**config.mk**
```make
export PLATFORM = sky130hd
export DESIGN_NAME = histogram_equalizer_flat
export DESIGN_NICKNAME = d
export VERILOG_FILES = /design/src/rtl/histogram_equalizer_if.sv /design/src/rtl/histogram_equalizer.sv /design/src/flat_wrapper.sv
export SDC_FILE = /design/constraint.sdc
export NUM_CORES = 2
export LEC_CHECK = 0
export ABC_CLOCK_PERIOD_IN_PS = 37200
export CAP_MARGIN = 20
export CORE_AREA = 2 2 416 418
export DETAILED_ROUTE_END_ITERATION = 8
export DIE_AREA = 0 0 418 420
export HOLD_SLACK_MARGIN = 0.03
export SYNTH_ARGS = -nofsm -noshare
export SYNTH_HDL_FRONTEND = slang
export SYNTH_SLANG_ARGS = --single-unit
```
**constraint.sdc**
```tcl
create_clock -name clk -period 37.2 [get_ports clk]
set_input_delay 5.58 -clock clk [delete_from_list [all_inputs] [get_ports clk]]
set_output_delay 5.58 -clock clk [all_outputs]
set_load 0.01 [all_outputs]
```
**src/rtl/histogram_equalizer_if.sv**
```systemverilog
// Histogram equalizer bus interface.
// Bundles the operation requests, source/result pixel tables, the histogram
// RAM read port and the status outputs.
//   master : requester side (drives starts, image_table and RAM read data)
//   slave  : equalizer side (drives RAM address, results and status)
interface histogram_equalizer_if #(
  parameter int PIXEL_WIDTH              = 8,
  parameter int TABLE_SIZE               = 64,
  parameter int HISTOGRAM_RAM_DATA_WIDTH = 17
);
  logic                                start_min_search;
  logic                                start_equalize;
  logic [TABLE_SIZE*PIXEL_WIDTH-1:0]   image_table;
  logic [HISTOGRAM_RAM_DATA_WIDTH-1:0] histogram_RAM_data;
  logic [PIXEL_WIDTH-1:0]              histogram_RAM_address;
  logic [TABLE_SIZE*PIXEL_WIDTH-1:0]   equalized_table;
  logic [HISTOGRAM_RAM_DATA_WIDTH-1:0] cdf_min;
  logic                                busy;
  logic                                done;

  modport master (
    output start_min_search, start_equalize, image_table, histogram_RAM_data,
    input  histogram_RAM_address, equalized_table, cdf_min, busy, done
  );

  modport slave (
    input  start_min_search, start_equalize, image_table, histogram_RAM_data,
    output histogram_RAM_address, equalized_table, cdf_min, busy, done
  );
endinterface

```
**src/rtl/histogram_equalizer.sv**
```systemverilog
// Histogram equalizer (CDF reader side).
// Scans the finished CDF in the shared histogram RAM for the first non-zero
// value (cdf_min), then remaps an 8x8 pixel table to
//   eq = floor((cdf[p] - cdf_min) * MAXV / (N - cdf_min))
// using a restoring divider, one quotient bit per cycle. Never writes the RAM.
// Ports:
//   clk, rst : clock, asynchronous active-high reset
//   bus      : histogram_equalizer_if.slave (starts, tables, RAM port, status)
//
// state    | meaning
// IDLE     | waiting for a start request, address 0
// MIN_SCAN | walking the CDF from address 0 for the first non-zero word
// EQ_FETCH | reading cdf of pixel i, loading the divider
// EQ_DIV   | restoring division, one quotient bit per cycle, MSB first
// EQ_STORE | writing the quotient into slot i of equalized_table
// DONE     | one-cycle done pulse, back to IDLE
module histogram_equalizer #(
  parameter int IMAGE_WIDTH              = 320,
  parameter int IMAGE_HEIGHT             = 240,
  parameter int PIXEL_WIDTH              = 8,
  parameter int TABLE_SIZE               = 64,
  parameter int HISTOGRAM_RAM_DATA_WIDTH = $clog2(IMAGE_WIDTH*IMAGE_HEIGHT)
) (
  input logic                   clk,
  input logic                   rst,
  histogram_equalizer_if.slave  bus
);

  localparam int DW = HISTOGRAM_RAM_DATA_WIDTH;
  localparam int PW = PIXEL_WIDTH;
  localparam int RW = DW + PW;
  localparam int IW = $clog2(TABLE_SIZE);
  localparam int BW = $clog2(PW);
  localparam logic [DW-1:0] N_PIX = DW'(IMAGE_WIDTH*IMAGE_HEIGHT);
  localparam logic [PW-1:0] MAXV  = '1;

  typedef enum logic [2:0] {
    IDLE, MIN_SCAN, EQ_FETCH, EQ_DIV, EQ_STORE, DONE
  } state_t;

  state_t                     state;
  logic [PW-1:0]              scan_index;
  logic [IW-1:0]              pixel_index;
  logic [RW-1:0]              remainder;
  logic [BW-1:0]              bit_idx;
  logic [PW-1:0]              quot;
  logic [DW-1:0]              cdf_min_r;
  logic [TABLE_SIZE*PW-1:0]   eq_table_r;
  logic                       busy_r;
  logic                       done_r;

  logic [PW-1:0] cur_pixel;
  logic [DW-1:0] den;
  logic [RW-1:0] num;
  logic [RW-1:0] den_shift;
  logic [PW-1:0] address;

  assign cur_pixel = bus.image_table[pixel_index*PW +: PW];
  assign den       = N_PIX - cdf_min_r;
  assign den_shift = RW'(den) << bit_idx;

  // CDF values below cdf_min can only come from empty bins; they map to 0.
  always_comb begin
    num = '0;
    if (bus.histogram_RAM_data > cdf_min_r)
      num = RW'(bus.histogram_RAM_data - cdf_min_r) * RW'(MAXV);
  end

  // The RAM read is asynchronous, so the address follows the current state
  // and index directly; data for it is sampled on the next edge.
  always_comb begin
    address = '0;
    case (state)
      MIN_SCAN: address = scan_index;
      EQ_FETCH: address = cur_pixel;
      default:  address = '0;
    endcase
  end

  always_ff @(posedge clk or posedge rst) begin
    if (rst) begin
      state       <= IDLE;
      scan_index  <= '0;
      pixel_index <= '0;
      remainder   <= '0;
      bit_idx     <= '0;
      quot        <= '0;
      cdf_min_r   <= '0;
      eq_table_r  <= '0;
      busy_r      <= 1'b0;
      done_r      <= 1'b0;
    end else begin
      done_r <= 1'b0;
      case (state)
        IDLE: begin
          // Min search has priority; a simultaneous equalize request is dropped.
          if (bus.start_min_search) begin
            state      <= MIN_SCAN;
            scan_index <= '0;
            busy_r     <= 1'b1;
          end else if (bus.start_equalize) begin
            state       <= EQ_FETCH;
            pixel_index <= '0;
            busy_r      <= 1'b1;
          end
        end
        MIN_SCAN: begin
          if (bus.histogram_RAM_data != '0) begin
            cdf_min_r <= bus.histogram_RAM_data;
            state     <= DONE;
            done_r    <= 1'b1;
          end else if (scan_index == MAXV) begin
            cdf_min_r <= '0;
            state     <= DONE;
            done_r    <= 1'b1;
          end else begin
            scan_index <= scan_index + 1'b1;
          end
        end
        EQ_FETCH: begin
          // A flat image leaves no dynamic range; pass pixels through.
          if (den == '0) begin
            quot  <= cur_pixel;
            state <= EQ_STORE;
          end else begin
            remainder <= num;
            bit_idx   <= BW'(PW-1);
            quot      <= '0;
            state     <= EQ_DIV;
          end
        end
        EQ_DIV: begin
          if (remainder >= den_shift) begin
            remainder     <= remainder - den_shift;
            quot[bit_idx] <= 1'b1;
          end else begin
            quot[bit_idx] <= 1'b0;
          end
          if (bit_idx == '0)
            state <= EQ_STORE;
          else
            bit_idx <= bit_idx - 1'b1;
        end
        EQ_STORE: begin
          eq_table_r[pixel_index*PW +: PW] <= quot;
          if (pixel_index == IW'(TABLE_SIZE-1)) begin
            state  <= DONE;
            done_r <= 1'b1;
          end else begin
            pixel_index <= pixel_index + 1'b1;
            state       <= EQ_FETCH;
          end
        end
        DONE: begin
          state  <= IDLE;
          busy_r <= 1'b0;
        end
        default: begin
          state  <= IDLE;
          busy_r <= 1'b0;
        end
      endcase
    end
  end

  assign bus.histogram_RAM_address = address;
  assign bus.equalized_table       = eq_table_r;
  assign bus.cdf_min               = cdf_min_r;
  assign bus.busy                  = busy_r;
  assign bus.done                  = done_r;

endmodule
```
**src/flat_wrapper.sv**
```systemverilog
// flat-port wrapper written by rule: the top's interface ports become plain ports
module histogram_equalizer_flat 
#(
  parameter int IMAGE_WIDTH              = 320,
  parameter int IMAGE_HEIGHT             = 240,
  parameter int PIXEL_WIDTH              = 8,
  parameter int TABLE_SIZE               = 64,
  parameter int HISTOGRAM_RAM_DATA_WIDTH = $clog2(IMAGE_WIDTH*IMAGE_HEIGHT)
)
  (clk, rst, bus_start_min_search, bus_start_equalize, bus_image_table, bus_histogram_RAM_data, bus_histogram_RAM_address, bus_equalized_table, bus_cdf_min, bus_busy, bus_done);
  histogram_equalizer_if #(.PIXEL_WIDTH(PIXEL_WIDTH), .TABLE_SIZE(TABLE_SIZE), .HISTOGRAM_RAM_DATA_WIDTH(HISTOGRAM_RAM_DATA_WIDTH)) bus_i ();
  input logic clk;
  input logic rst;
  input wire logic [$bits(bus_i.start_min_search)-1:0] bus_start_min_search;
  input wire logic [$bits(bus_i.start_equalize)-1:0] bus_start_equalize;
  input wire logic [$bits(bus_i.image_table)-1:0] bus_image_table;
  input wire logic [$bits(bus_i.histogram_RAM_data)-1:0] bus_histogram_RAM_data;
  output wire logic [$bits(bus_i.histogram_RAM_address)-1:0] bus_histogram_RAM_address;
  output wire logic [$bits(bus_i.equalized_table)-1:0] bus_equalized_table;
  output wire logic [$bits(bus_i.cdf_min)-1:0] bus_cdf_min;
  output wire logic [$bits(bus_i.busy)-1:0] bus_busy;
  output wire logic [$bits(bus_i.done)-1:0] bus_done;
  assign bus_i.start_min_search = bus_start_min_search;
  assign bus_i.start_equalize = bus_start_equalize;
  assign bus_i.image_table = bus_image_table;
  assign bus_i.histogram_RAM_data = bus_histogram_RAM_data;
  assign bus_histogram_RAM_address = bus_i.histogram_RAM_address;
  assign bus_equalized_table = bus_i.equalized_table;
  assign bus_cdf_min = bus_i.cdf_min;
  assign bus_busy = bus_i.busy;
  assign bus_done = bus_i.done;
  histogram_equalizer #(.IMAGE_WIDTH(IMAGE_WIDTH), .IMAGE_HEIGHT(IMAGE_HEIGHT), .PIXEL_WIDTH(PIXEL_WIDTH), .TABLE_SIZE(TABLE_SIZE), .HISTOGRAM_RAM_DATA_WIDTH(HISTOGRAM_RAM_DATA_WIDTH)) u_core (.clk(clk), .rst(rst), .bus(bus_i));
endmodule
```
== Word level (Yosys, flattened, before mapping) ==
Cells that the tools add are included.
W data, S select, Z words.
Cells by class
  add/sub/neg operators: 7
  multipliers: 1
  $lt $le $gt $ge: 4
  equality and inequality tests: 18
  shift operators: 4
  multiplexer cells: 39
  bitwise logic cells: 4
  reduce and logical (&&, ||, !) cells: 17
Operator list (number)
  $bwmux W512: 1
  $shift A8 B34 Y512 const A: 1
  $shiftx A512 B10 Y8: 1
  $shiftx A8 B34 Y512: 1
  $mux W25: 3
  $pmux W25 S2: 1
  $pmux W8 S2: 3
  $mux W8: 5
  $mux W17: 2
  $neg A9 Y34: 1
  $mux W3: 9
  $ge A25 B25 Y1: 1
  $mul A25 B8 Y25 const B: 1
  $shl A17 B3 Y25: 1
  $sub A25 B25 Y25: 1
  $mux W6: 3
  $sub A17 B17 Y18: 1
  $gt A17 B17 Y1: 1
  $logic_not A17 Y1: 1
  $reduce_bool A17 Y1: 1
  $sub A17 B17 Y17 const A: 1
  $ne A2 B2 Y1 const B: 8
  $pmux W3 S5: 1
  $pmux W6 S2: 1
  other kinds (28): 44
Storage, ports and cells
  bits in registers: 584
  input bits: 533
  output and inout port bits: 539
  word-level logic and storage cells: 104

== Depth between registers and ports, before layout ==
  depth in word-level cells: 8
  mapped depth: 30
  gate-level depth less buffers: 30

== Worst setup path before layout ==
No wires, ideal clock.
  path kind: input -> output
  start: in bus_image_table[504]
  end: out bus_histogram_RAM_address[0]
  data arrival time: 7225 ps
  data required time: 31620 ps
  setup slack: 24395 ps
  cell stages on the path: 4
  path buffers: 0
  path through: mux4_2 > mux4_2 > mux4_2 > a22o_1
On the way
  word-level cells in the longest chain between the ends: 2
RTL lines
  start: declaration: RTL line flat_wrapper.sv:16  | input wire logic [$bits(bus_i.image_table)-1:0] bus_image_table;
  $shiftx A512 B10 Y8: RTL line histogram_equalizer.sv:58  | assign cur_pixel = bus.image_table[pixel_index*PW +: PW];
  $pmux W8 S2: RTL line histogram_equalizer.sv:73  | case (state)
  end: declaration: RTL line flat_wrapper.sv:18  | output wire logic [$bits(bus_i.histogram_RAM_address)-1:0] bus_histogram_RAM_address;
Every way passes these cells.

== Final worst setup path ==
  start: in bus_image_table[469]
  end: out bus_histogram_RAM_address[5]
Same word-level chain as after synthesis.

==> flow_summary.html <==
<table>
<tr><th>Metric</th><th>Value</th></tr>
<tr><th colspan="2">Global routing</th></tr>
<tr><td>First-pass GRT wire length</td><td>245,000 um</td></tr>
<tr><td>Initial antenna violation count</td><td>44</td></tr>
<tr><td>Via count of the first global-routing pass</td><td>30,940</td></tr>
<tr><td>Maximum number of pins on one net before global-route repair</td><td>146</td></tr>
<tr><td>Overall routing resource usage</td><td>0.199</td></tr>
<tr><td>Overflow left after global routing</td><td>0</td></tr>
<tr><th colspan="2">Synth</th></tr>
<tr><td>Area contributors post-synth</td><td>sky130_fd_sc_hd__dfrtp_1 43%, sky130_fd_sc_hd__mux4_2 11%, sky130_fd_sc_hd__nand2_1 7.5%</td></tr>
<tr><td>Share of the synthesized area in the top cell type</td><td>0.435</td></tr>
<tr><td>Instance count of the mapped netlist</td><td>3,398</td></tr>
<tr><td>Async set or reset register ratio after synthesis</td><td>1.00</td></tr>
<tr><td>Most common flop cell mapped by yosys</td><td>sky130_fd_sc_hd__dfrtp_1</td></tr>
<tr><td>Top post-synthesis cells by count</td><td>674 x sky130_fd_sc_hd__nand2_1, 584 x sky130_fd_sc_hd__dfrtp_1, 422 x sky130_fd_sc_hd__o21ai_0</td></tr>
<tr><td>Warnings, synthesis</td><td>0</td></tr>
<tr><td>Most common cell in the synthesized netlist</td><td>sky130_fd_sc_hd__nand2_1</td></tr>
<tr><td>Post-synth design cell area</td><td>33,600 sq um</td></tr>
<tr><td>Number of storage elements in the synthesis netlist</td><td>584</td></tr>
<tr><td>Unique masters post-synth</td><td>80</td></tr>
<tr><td>Mean post-synth cell area</td><td>9.90 sq um</td></tr>
<tr><td>Largest area contributor in the netlist</td><td>sky130_fd_sc_hd__dfrtp_1</td></tr>
<tr><td>Post-synth EDFFs</td><td>0</td></tr>
<tr><td>Register area share after synthesis</td><td>0.435</td></tr>
<tr><td>Net count after synthesis</td><td>4,092</td></tr>
<tr><th colspan="2">Clock network</th></tr>
<tr><td>Setup fix buffers added after clock tree synthesis</td><td>0</td></tr>
<tr><td>Resized Gates After CTS</td><td>0</td></tr>
<tr><td>Number of hold buffers added after cts</td><td>0</td></tr>
<tr><td>Clock transition at the registers of the reported paths</td><td>0.06 ns</td></tr>
<tr><td>TritonCTS Buffers</td><td>66</td></tr>
<tr><td>Clk Latency, worst-skew pair</td><td>0.68 ns</td></tr>
<tr><td>TritonCTS clock tree</td><td>done</td></tr>
<tr><td>H-tree lvl count</td><td>3</td></tr>
<tr><td>Root cell of the clock tree</td><td>sky130_fd_sc_hd__clkbuf_16</td></tr>
<tr><td>Count of clock tree sinks</td><td>584</td></tr>
<tr><td>Clk buf depth</td><td>3</td></tr>
<tr><th colspan="2">Setup path</th></tr>
<tr><td>Cell mode on critical path</td><td>sky130_fd_sc_hd__mux4_2</td></tr>
<tr><td>Cell family contributing the most delay on the critical path</td><td>multiplexers</td></tr>
<tr><td>Data arrival time of the worst path</td><td>8.75 ns</td></tr>
<tr><td>Ordered list of cells on the worst path</td><td>clkdlybuf4s50_1 -&gt; mux4_2 -&gt; mux4_2 -&gt; mux4_2 -&gt; a22o_1 -&gt; clkdlybuf4s50_1</td></tr>
<tr><td>Critical path fanouts, max</td><td>2</td></tr>
<tr><td>Stage delay of the slowest cell on the critical path</td><td>0.73 ns</td></tr>
<tr><td>Critical path's slowest cell</td><td>sky130_fd_sc_hd__clkdlybuf4s50_1</td></tr>
<tr><td>Buffering stage count on the worst path with inverters included</td><td>2</td></tr>
<tr><td>WP data required</td><td>31.62 ns</td></tr>
<tr><td>Kind of capture point of the worst setup path</td><td>primary output</td></tr>
<tr><td>Worst setup path class</td><td>in2out</td></tr>
<tr><td>Kind of launch point of the worst setup path</td><td>input pin</td></tr>
<tr><th colspan="2">STA</th></tr>
<tr><td>Count of final max-slew check failures</td><td>0</td></tr>
<tr><td>Final setup fails</td><td>0</td></tr>
<tr><td>Worst slew margin relative to its limit</td><td>0.158</td></tr>
<tr><td>Final-report hold violation count</td><td>0</td></tr>
<tr><td>Worst hold slack</td><td>0.474 ns</td></tr>
<tr><td>Total negative slack</td><td>0 ns</td></tr>
<tr><td>Post-route clock period utilization</td><td>0.385</td></tr>
<tr><td>Slew of the pin with the lowest slew margin</td><td>1.25 ns</td></tr>
<tr><td>Post-route clock skew</td><td>0.0351 ns</td></tr>
<tr><td>Highest attainable clock frequency</td><td>69.8 MHz</td></tr>
<tr><td>Min cycle time layout</td><td>14.33 ns</td></tr>
<tr><td>Setup repair after global routing missed its margin</td><td>no</td></tr>
<tr><th colspan="2">Placed design</th></tr>
<tr><td>DP Wirelength</td><td>144,000 um</td></tr>
<tr><td>Count of buffers inserted at the top-level ports</td><td>1,071</td></tr>
<tr><td>Inst Count DP</td><td>6,539</td></tr>
<tr><td>Placer Congestion</td><td>0.922</td></tr>
<tr><th colspan="2">Detailed routing</th></tr>
<tr><td>DRC violations left</td><td>0</td></tr>
<tr><td>First-pass iteration count of the detailed router</td><td>8</td></tr>
<tr><td>WL final</td><td>181,000 um</td></tr>
<tr><td>First-iteration detailed-routing DRC count</td><td>2,379</td></tr>
<tr><td>Average via count per standard cell</td><td>4.68</td></tr>
<tr><td>Final ANT Viol Nets</td><td>0</td></tr>
<tr><td>Via count</td><td>31,312</td></tr>
<tr><td>Routed WL per cell</td><td>27.0 um</td></tr>
<tr><th colspan="2">Run status</th></tr>
<tr><td>Status</td><td>complete, no violations</td></tr>
<tr><th colspan="2">Finish</th></tr>
<tr><td>Area growth from synthesis to layout</td><td>46.2%</td></tr>
<tr><td>Area occupied by multi-input gates</td><td>17,500 sq um</td></tr>
<tr><td>Storage cell area</td><td>14,600 sq um</td></tr>
<tr><td>Share of cells above drive strength 1</td><td>0.0869</td></tr>
<tr><td>Fillers</td><td>17,869</td></tr>
<tr><td>Number of cells in the finished layout apart from fillers</td><td>6,688</td></tr>
<tr><td>Fraction of the core area covered by cells at the end of the flow</td><td>0.287</td></tr>
<tr><td>Final Net Count</td><td>5,069</td></tr>
<tr><th colspan="2">Floorplanning</th></tr>
<tr><td>Die Area</td><td>176,000 sq um</td></tr>
<tr><td>Number of cell rows</td><td>152</td></tr>
<tr><td>DIE HEIGHT</td><td>420 um</td></tr>
<tr><td>I/O pin cnt</td><td>1,072</td></tr>
<tr><td>Initial Util</td><td>0.197</td></tr>
<tr><td>Placeable core region</td><td>171,000 sq um</td></tr>
<tr><td>Horiz. Die Dim</td><td>418 um</td></tr>
<tr><th colspan="2">Hold path</th></tr>
<tr><td>Min-delay worst type</td><td>reg2reg</td></tr>
<tr><th colspan="2">Flow run</th></tr>
<tr><td>Max cap viols</td><td>0</td></tr>
</table>
==> sequential cells by signal, summed over array words and instances (netlist names), named ones only <==
register / cells
u_core.bit_idx: 3
u_core.bus.busy: 1
u_core.bus.cdf_min: 17
u_core.bus.done: 1
u_core.bus.equalized_table: 512
u_core.pixel_index: 6
u_core.remainder: 25
u_core.scan_index: 8
u_core.state: 3
==> cells in the final DEF, fill, tap and decap left out, types with 9 or more instances in the layout <==
| master | n |
|---|---|
| sky130_fd_sc_hd__a211oi_1 | 9 |
| sky130_fd_sc_hd__a21o_1 | 29 |
| sky130_fd_sc_hd__a21oi_1 | 99 |
| sky130_fd_sc_hd__a22o_1 | 24 |
| sky130_fd_sc_hd__a22oi_1 | 21 |
| sky130_fd_sc_hd__a31oi_1 | 19 |
| sky130_fd_sc_hd__and3_1 | 13 |
| sky130_fd_sc_hd__buf_4 | 51 |
| sky130_fd_sc_hd__clkbuf_16 | 66 |
| sky130_fd_sc_hd__clkbuf_8 | 15 |
| sky130_fd_sc_hd__clkdlybuf4s50_1 | 1071 |
| sky130_fd_sc_hd__dfrtp_1 | 572 |
| sky130_fd_sc_hd__diode_2 | 34 |
| sky130_fd_sc_hd__fa_1 | 69 |
| sky130_fd_sc_hd__ha_1 | 92 |
| sky130_fd_sc_hd__inv_1 | 187 |
| sky130_fd_sc_hd__mux2i_1 | 18 |
| sky130_fd_sc_hd__mux4_2 | 169 |
| sky130_fd_sc_hd__nand2_1 | 674 |
| sky130_fd_sc_hd__nand2b_1 | 19 |
| sky130_fd_sc_hd__nand3_1 | 95 |
| sky130_fd_sc_hd__nand4_1 | 80 |
| sky130_fd_sc_hd__nor2_1 | 126 |
| sky130_fd_sc_hd__nor2b_1 | 10 |
| sky130_fd_sc_hd__nor3_1 | 26 |
| sky130_fd_sc_hd__o211ai_1 | 11 |
| sky130_fd_sc_hd__o21a_1 | 11 |
| sky130_fd_sc_hd__o21ai_0 | 422 |
| sky130_fd_sc_hd__o31ai_1 | 153 |
| sky130_fd_sc_hd__xnor2_1 | 56 |
| sky130_fd_sc_hd__xor2_1 | 39 |
==> through the flow <==
step                      worst slack, ns  area [sq um]
after floorplan                     15.28         33600
after global placement              22.80         46800
after detailed placement            22.77         46800
after CTS                           22.77         49000
after global routing                22.86         49100
final                               22.87         49200
==> final cells by class <==
type                            instances  share of cell area
Inverter                              189              0.0146
Sequential cell                       584               0.298
Antenna cell                           34             0.00173
Tap cell                             2233              0.0568
Clock inverter                         27             0.00692
Clock buffer                           87              0.0383
Multi-Input combinational cell       2410               0.357
Timing Repair Buffer                 1124               0.227
==> routing by layer <==
metal  track usage  part of all wire  vias to the layer above
met1         0.218              0.36                    15664
met2         0.359              0.53                     1220
met5        0.0125           0.00012                        -
li1              -                 -                    14146
met3        0.0405             0.061                      278
met4         0.105             0.051                        4
==> final timing paths <==
path | endpoint | slack [ns] | cells past startpoint | start
max in group asynchronous | u_core.bus.equalized_table[256] | 28.58 | 5 | rst
worst max register to register | u_core.remainder[23] | 29.45 | 25 | u_core.bus.cdf_min[0]
worst min register to register | u_core.bus.equalized_table[437] | 0.47 | 2 | u_core.bus.equalized_table[437]
worst max-delay path | bus_histogram_RAM_address[5] | 22.87 | 6 | bus_image_table[469]
worst min-delay path | u_core.bus.equalized_table[437] | 0.47 | 2 | u_core.bus.equalized_table[437]
min in group asynchronous | u_core.bus.equalized_table[184] | 5.49 | 2 | rst
==> logic make-up (layout without fill, tap and decap cells) <==
kind of cell	after synthesis	count (layout)	synth area share
mux	189	189	0.119
buf+inv	404	1427	0.0461
compound gates	851	851	0.154
xor+xnor	97	97	0.0253
flops	584	584	0.435
simple gates	1110	1110	0.145
other cells	0	34	0
fa+ha+maj	163	163	0.0759
==> worst min-delay path, cell delays in order, from the launching register on <==
cell and delay, ns:
sky130_fd_sc_hd__dfrtp_1 0.34, sky130_fd_sc_hd__nand2_1 0.05, sky130_fd_sc_hd__o31ai_1 0.05
Power is not shown: default switching activity piles up to over one toggle a cycle in this logic, so the estimate is an artifact.
